===== config.mk =====
export PLATFORM = sky130hd
export DESIGN_NAME = btb_predictor
export DESIGN_NICKNAME = d
export VERILOG_FILES = /design/src/rtl/btb_predictor.sv
export SDC_FILE = /design/constraint.sdc
export NUM_CORES = 2
export LEC_CHECK = 0
export ABC_AREA = 1
export CORE_ASPECT_RATIO = 1.5
export CORE_UTILIZATION = 56
export CTS_CLUSTER_DIAMETER = 200
export DETAILED_ROUTE_END_ITERATION = 12
export PLACE_DENSITY = 0.74
export RECOVER_POWER = 100
export REMOVE_ABC_BUFFERS = 1
export SLEW_MARGIN = 20
export SYNTH_ARGS = -nofsm -noshare
export SYNTH_HDL_FRONTEND = slang
export SYNTH_SLANG_ARGS = --single-unit

===== constraint.sdc =====
create_clock -name clk_i -period 5.1 [get_ports clk_i]
set_input_delay 0.51 -clock clk_i [delete_from_list [all_inputs] [get_ports clk_i]]
set_output_delay 0.51 -clock clk_i [all_outputs]
set_load 0.1 [all_outputs]

===== src/rtl/btb_predictor.sv =====
// Direct-mapped branch target buffer with saturating direction counters and hit/mispredict counters.
// Lookup is combinational (zero latency); updates, flush and counters take effect on the next clk_i edge.
// No back-pressure: lookups and updates are accepted every cycle; the caller holds lk_pc_i during stalls.
module btb_predictor #(
    parameter int PC_WIDTH  = 32,
    parameter int ENTRIES   = 16,
    parameter int CTR_BITS  = 2,
    parameter int CNT_WIDTH = 32
) (
    input  logic                 clk_i,
    input  logic                 rst,
    input  logic                 flush_i,
    input  logic [PC_WIDTH-1:0]  lk_pc_i,
    output logic                 lk_hit_o,
    output logic                 lk_taken_o,
    output logic [PC_WIDTH-1:0]  lk_npc_o,
    input  logic                 upd_valid_i,
    input  logic [PC_WIDTH-1:0]  upd_pc_i,
    input  logic                 upd_taken_i,
    input  logic                 upd_jump_i,
    input  logic [PC_WIDTH-1:0]  upd_target_i,
    input  logic                 upd_mispred_i,
    output logic [CNT_WIDTH-1:0] hit_cnt_o,
    output logic [CNT_WIDTH-1:0] mispred_cnt_o
);

    localparam int IDX_W = $clog2(ENTRIES);
    localparam int TAG_W = PC_WIDTH - IDX_W - 2;

    localparam logic [CTR_BITS-1:0] CTR_MAX = '1;
    localparam logic [CTR_BITS-1:0] CTR_ONE = CTR_BITS'(1);
    // Weakly taken: MSB set, all lower bits clear.
    localparam logic [CTR_BITS-1:0] CTR_WT  = CTR_BITS'(1) << (CTR_BITS - 1);

    logic [ENTRIES-1:0]  valid_q, valid_d;
    logic [TAG_W-1:0]    tag_q    [ENTRIES];
    logic [TAG_W-1:0]    tag_d    [ENTRIES];
    logic [PC_WIDTH-1:0] target_q [ENTRIES];
    logic [PC_WIDTH-1:0] target_d [ENTRIES];
    logic [CTR_BITS-1:0] ctr_q    [ENTRIES];
    logic [CTR_BITS-1:0] ctr_d    [ENTRIES];

    logic [CNT_WIDTH-1:0] hit_cnt_q, hit_cnt_d;
    logic [CNT_WIDTH-1:0] mispred_cnt_q, mispred_cnt_d;

    logic [IDX_W-1:0]    lk_idx, upd_idx;
    logic [TAG_W-1:0]    lk_tag, upd_tag;
    logic [CTR_BITS-1:0] lk_ctr, upd_ctr;
    logic                upd_hit;

    // The low two PC bits never select anything: instructions are word aligned.
    logic                unused_ok;
    assign unused_ok = ^upd_pc_i[1:0];

    assign lk_idx  = lk_pc_i[IDX_W+1:2];
    assign lk_tag  = lk_pc_i[PC_WIDTH-1:IDX_W+2];
    assign upd_idx = upd_pc_i[IDX_W+1:2];
    assign upd_tag = upd_pc_i[PC_WIDTH-1:IDX_W+2];

    // Lookup path reads only pre-edge state, so a same-cycle update is not bypassed.
    always_comb begin
        lk_ctr     = ctr_q[lk_idx];
        lk_hit_o   = valid_q[lk_idx] && (tag_q[lk_idx] == lk_tag);
        lk_taken_o = lk_hit_o && lk_ctr[CTR_BITS-1];
        lk_npc_o   = lk_taken_o ? target_q[lk_idx] : (lk_pc_i + PC_WIDTH'(4));
    end

    // Next-state of the entry array: flush wins over update; misses allocate only on taken/jump.
    always_comb begin
        valid_d  = valid_q;
        tag_d    = tag_q;
        target_d = target_q;
        ctr_d    = ctr_q;
        upd_ctr  = ctr_q[upd_idx];
        upd_hit  = valid_q[upd_idx] && (tag_q[upd_idx] == upd_tag);
        if (flush_i) begin
            valid_d = '0;
        end else if (upd_valid_i) begin
            if (upd_hit) begin
                if (upd_jump_i) begin
                    ctr_d[upd_idx]    = CTR_MAX;
                    target_d[upd_idx] = upd_target_i;
                end else if (upd_taken_i) begin
                    if (upd_ctr != CTR_MAX) begin
                        ctr_d[upd_idx] = upd_ctr + CTR_ONE;
                    end
                    target_d[upd_idx] = upd_target_i;
                end else if (upd_ctr != '0) begin
                    ctr_d[upd_idx] = upd_ctr - CTR_ONE;
                end
            end else if (upd_taken_i || upd_jump_i) begin
                valid_d[upd_idx]  = 1'b1;
                tag_d[upd_idx]    = upd_tag;
                target_d[upd_idx] = upd_target_i;
                ctr_d[upd_idx]    = upd_jump_i ? CTR_MAX : CTR_WT;
            end
        end
    end

    // Saturating performance counters; flush does not touch them.
    always_comb begin
        hit_cnt_d     = hit_cnt_q;
        mispred_cnt_d = mispred_cnt_q;
        if (lk_hit_o && (hit_cnt_q != '1)) begin
            hit_cnt_d = hit_cnt_q + CNT_WIDTH'(1);
        end
        if (upd_valid_i && upd_mispred_i && (mispred_cnt_q != '1)) begin
            mispred_cnt_d = mispred_cnt_q + CNT_WIDTH'(1);
        end
    end

    // State registers; reset clears every field and overrides flush and update.
    always_ff @(posedge clk_i) begin
        if (rst) begin
            valid_q       <= '0;
            hit_cnt_q     <= '0;
            mispred_cnt_q <= '0;
            for (int i = 0; i < ENTRIES; i++) begin
                tag_q[i]    <= '0;
                target_q[i] <= '0;
                ctr_q[i]    <= '0;
            end
        end else begin
            valid_q       <= valid_d;
            tag_q         <= tag_d;
            target_q      <= target_d;
            ctr_q         <= ctr_d;
            hit_cnt_q     <= hit_cnt_d;
            mispred_cnt_q <= mispred_cnt_d;
        end
    end

    assign hit_cnt_o     = hit_cnt_q;
    assign mispred_cnt_o = mispred_cnt_q;

endmodule


==> Flow_metrics.wiki <==
{| class="wikitable"
! Metric !! Value
|-
| I/O Buffers || 198
|-
| Initial detailed-routing violation count || 8,163
|-
| Net total in the final layout || 8,616
|-
| Sort of element at the end of the critical path || register
|-
| Initial cell density of the core || 56.7%
|-
| Antenna violations before repair || 10
|-
| Wire length of the first global-routing pass || 326,000 um
|-
| Count of standard-cell rows || 140
|-
| Number of clock buffers inserted by TritonCTS || 101
|-
| Proportion of layout cells with a drive suffix above 1 || 5.16%
|-
| Internal power summed over all cells || 13.3 mW
|-
| Sequential cell fraction of total power || 45.1%
|-
| Worst-skew pair later-pin latency || 730 ps
|-
| Number of max-capacitance violations reported || 8
|-
| Required time at the endpoint of the critical path || 5700 ps
|-
| Status || finished, violations left
|-
| Final weighted congestion in routability-driven placement || 1.02
|-
| Syn Std Cell Area || 55,100 um2
|-
| Maximum fanout encountered on the critical timing path || 33
|-
| Setup repair after global routing missed its margin || no
|-
| Final setup violation count || 0
|-
| Achievable Freq || 0.199 GHz
|-
| Number of fillers in the final layout || 9,188
|-
| Share of total power in combinational logic || 11.3%
|-
| Final hold violation count || 0
|-
| Synthesis-stage register bit count || 1,040
|-
| Final design area excluding fillers || 60,900 um2
|-
| P per Cell Area || 300 nW/um2
|-
| Setup slack after placement || 533 ps
|-
| Routed WL per cell || 21.8 um
|-
| Floorplan core area || 97,200 um2
|-
| Count of flip-flops with a built-in enable after synthesis || 0
|-
| Worst-path cell chain || dlygate4sd3_1, nor2_1, clkbuf_1, inv_1, nor2_1, inv_1, nor2_4, clkbuf_1, inv_1, clkbuf_4, nor2_1, nor2_1
|-
| Setup Buffers After CTS || 0
|-
| Clock slew at reported path FFs || 60 ps
|-
| Mean area per synthesized cell || 6.29 um2
|-
| GRT Overall Usage || 41.7%
|-
| Final setup skew || 26.3 ps
|-
| Most frequent cell after synthesis || nor2_1
|-
| Share of Yosys cell area claimed by the top area cell type || 37.8%
|-
| TritonCTS clock tree || built
|-
| Global route overflow || 0
|-
| Cells resized by post-CTS repair || 0
|-
| Clk network pwr share || 43.7%
|-
| Routed via count || 61,367
|-
| Sequential element share of the synthesized area || 37.8%
|-
| Synth area leaders || dfxtp_1, nor2_1, o21ai_0, nand2_1, nor3_1
|-
| Core occupancy in the finished layout || 62.7%
|-
| Number of detailed-routing iterations run before antenna repair || 9
|-
| Number of global-route vias before repair || 57,024
|-
| Category of the most critical setup path || in2reg
|-
| Standard cell with the maximum stage delay on the critical path || clkbuf_1
|-
| Hold Buf Count CTS || 0
|-
| Number of vias per cell || 6.22
|-
| Sum of routed wire length over all layers || 215,000 um
|-
| Die boundary width || 258 um
|-
| Final number of max-transition violations || 240
|-
| Worst-margin pin slew || 2610 ps
|-
| Part of the cycle the worst path needs || 98.5%
|-
| Final period demand of the worst path || 5030 ps
|-
| Clock root buffer || clkbuf_16
|-
| CTS sink cnt || 1,040
|-
| Total DRC errors in the routed layout || 0
|-
| Rel. slew slack || -74.0%
|-
| Max Root-Sink Buffers || 3
|-
| Peak VDD IR || 0.000274 V
|-
| Warnings from Yosys || 0
|-
| Max incr delay on CP || 1730 ps
|-
| Proportion of total power due to net switching || 27.4%
|-
| Library cells used by synthesis || 49
|-
| Area growth, synth to finish || 10.6%
|-
| DP Wirelength || 128,000 um
|-
| Worst hold slack after final layout || 397 ps
|-
| Most common flop cell mapped by yosys || dfxtp_1
|-
| Pin count of the biggest net entering global routing || 198
|-
| H-tree depth || 3
|-
| Worst-case setup margin in the final layout || 74.4 ps
|-
| Non-filler cells, final || 9,871
|-
| Violations in the final reports || capacitance limit, slew limit
|-
| Antenna-violating nets left || 0
|-
| Cell area after placement || 58,000 um2
|-
| Commonest cells in the netlist || nor2_1, nand2_1, o21ai_0
|-
| Launching element type of the critical path || input port
|-
| Synthesized instance count || 8,756
|-
| Die Y-Extent || 386 um
|-
| Crit-path most repeated cell || nor2_1
|-
| Hold crit path type || in2reg
|-
| Most area-hungry cell type in the Yosys netlist || dfxtp_1
|-
| Leakage power total || 25.9 nW
|-
| Switching power summed over all nets || 5.02 mW
|-
| Boundary Pins || 201
|-
| Async set-or-reset flop fraction in the synthesized netlist || 0%
|-
| Worst Path Arrival || 5620 ps
|-
| Power Total || 18.3 mW
|-
| Setup tns final || 0 ps
|-
| Placed Instances || 9,683
|-
| Die area || 99,600 um2
|}
placed cells by master, fill, tap and decap left out, types with 6 or more instances in the layout:
cell type           n
nor2_2              7
o22ai_1            92
nor2_1           2080
buf_4             103
clkbuf_16         102
dlygate4sd3_1      66
nand2_1          1512
buf_12             60
clkdlybuf4s50_1    90
xor2_1             36
o211ai_1           45
nor3_1            390
clkbuf_4            6
a32o_1             16
nor4_1             11
o221ai_1           47
clkinv_2           25
buf_2               6
a21oi_1           296
bufinv_16          12
inv_2               6
nor2_4             24
clkbuf_8           17
clkbuf_2           38
o21ai_1           154
dfxtp_1          1040
o21ai_0          1430
inv_1             424
o21bai_1            8
nand3_1           223
o31ai_1            17
clkbuf_1           32
o21a_1              7
a22oi_1            19
nand4_1            77
final timing paths:
path,slack (ps),endpoint,start,depth (start not counted)
setup / recovery,70,target_q[387],upd_pc_i[5],12
setup reg to reg,1130,hit_cnt_o[8],tag_q[148],18
hold reg to reg,460,tag_q[402],tag_q[402],2
hold / removal,400,tag_q[25],flush_i,3
sequential cells by signal, summed over array words and instances, names as in the netlist:
signal         flops
ctr_q             32
valid_q           16
tag_q            416
hit_cnt_o         32
target_q         512
mispred_cnt_o     32
critical path, delay by kind of cell:
kind                   cells  cell delay, ps
AND/OR/NAND/NOR            5            1530
buffers and inverters      7            3510
routing by layer:
| layer | track usage [%] | wire length (um) | vias to the layer above | part of all wire, % |
|---|---|---|---|---|
| met1 | 47.7 | 75700 | 28289 | 35 |
| met4 | 31.7 | 17300 | 16 | 8.0 |
| met3 | 8.44 | 23400 | 1054 | 11 |
| met2 | 68.5 | 98200 | 3891 | 46 |
| met5 | 0 | 119 | - | 0.055 |
| li1 | - | - | 28117 | - |
cell type report:
class | instances | area (um2) | share of cell area, %
Antenna cell | 5 | 12.5 | 0.0205
Clock buffer | 137 | 2850 | 4.68
Clock inverter | 46 | 612 | 1.00
Inverter | 441 | 1680 | 2.76
Multi-Input combinational cell | 6538 | 29500 | 48.3
Sequential cell | 1040 | 20800 | 34.2
Tap cell | 1278 | 1600 | 2.62
Timing Repair Buffer | 386 | 3900 | 6.40
power groups by stage:
stage,Sequential [mW],Combinational [mW],Clock (mW)
floorplan,8.42,1.01,0
global placement,8.42,2.01,0
detailed placement,8.43,2.02,0
CTS,8.24,2.03,8.02
global route,8.25,2.16,8.33
finish,8.25,2.06,7.99
kinds of logic (layout without fill, tap and decap cells):
| logic type | count (synthesis) | count (layout) | synth area share, % |
|---|---|---|---|
| compound gates | 2137 | 2137 | 20.6 |
| xor+xnor | 41 | 41 | 0.652 |
| fa+ha+maj | 5 | 5 | 0.114 |
| buf+inv | 1178 | 1010 | 8.58 |
| flops | 1040 | 1040 | 37.8 |
| other cells | 0 | 5 | 0 |
| simple gates | 4355 | 4355 | 32.3 |
Power figures use the tool's default switching activity.
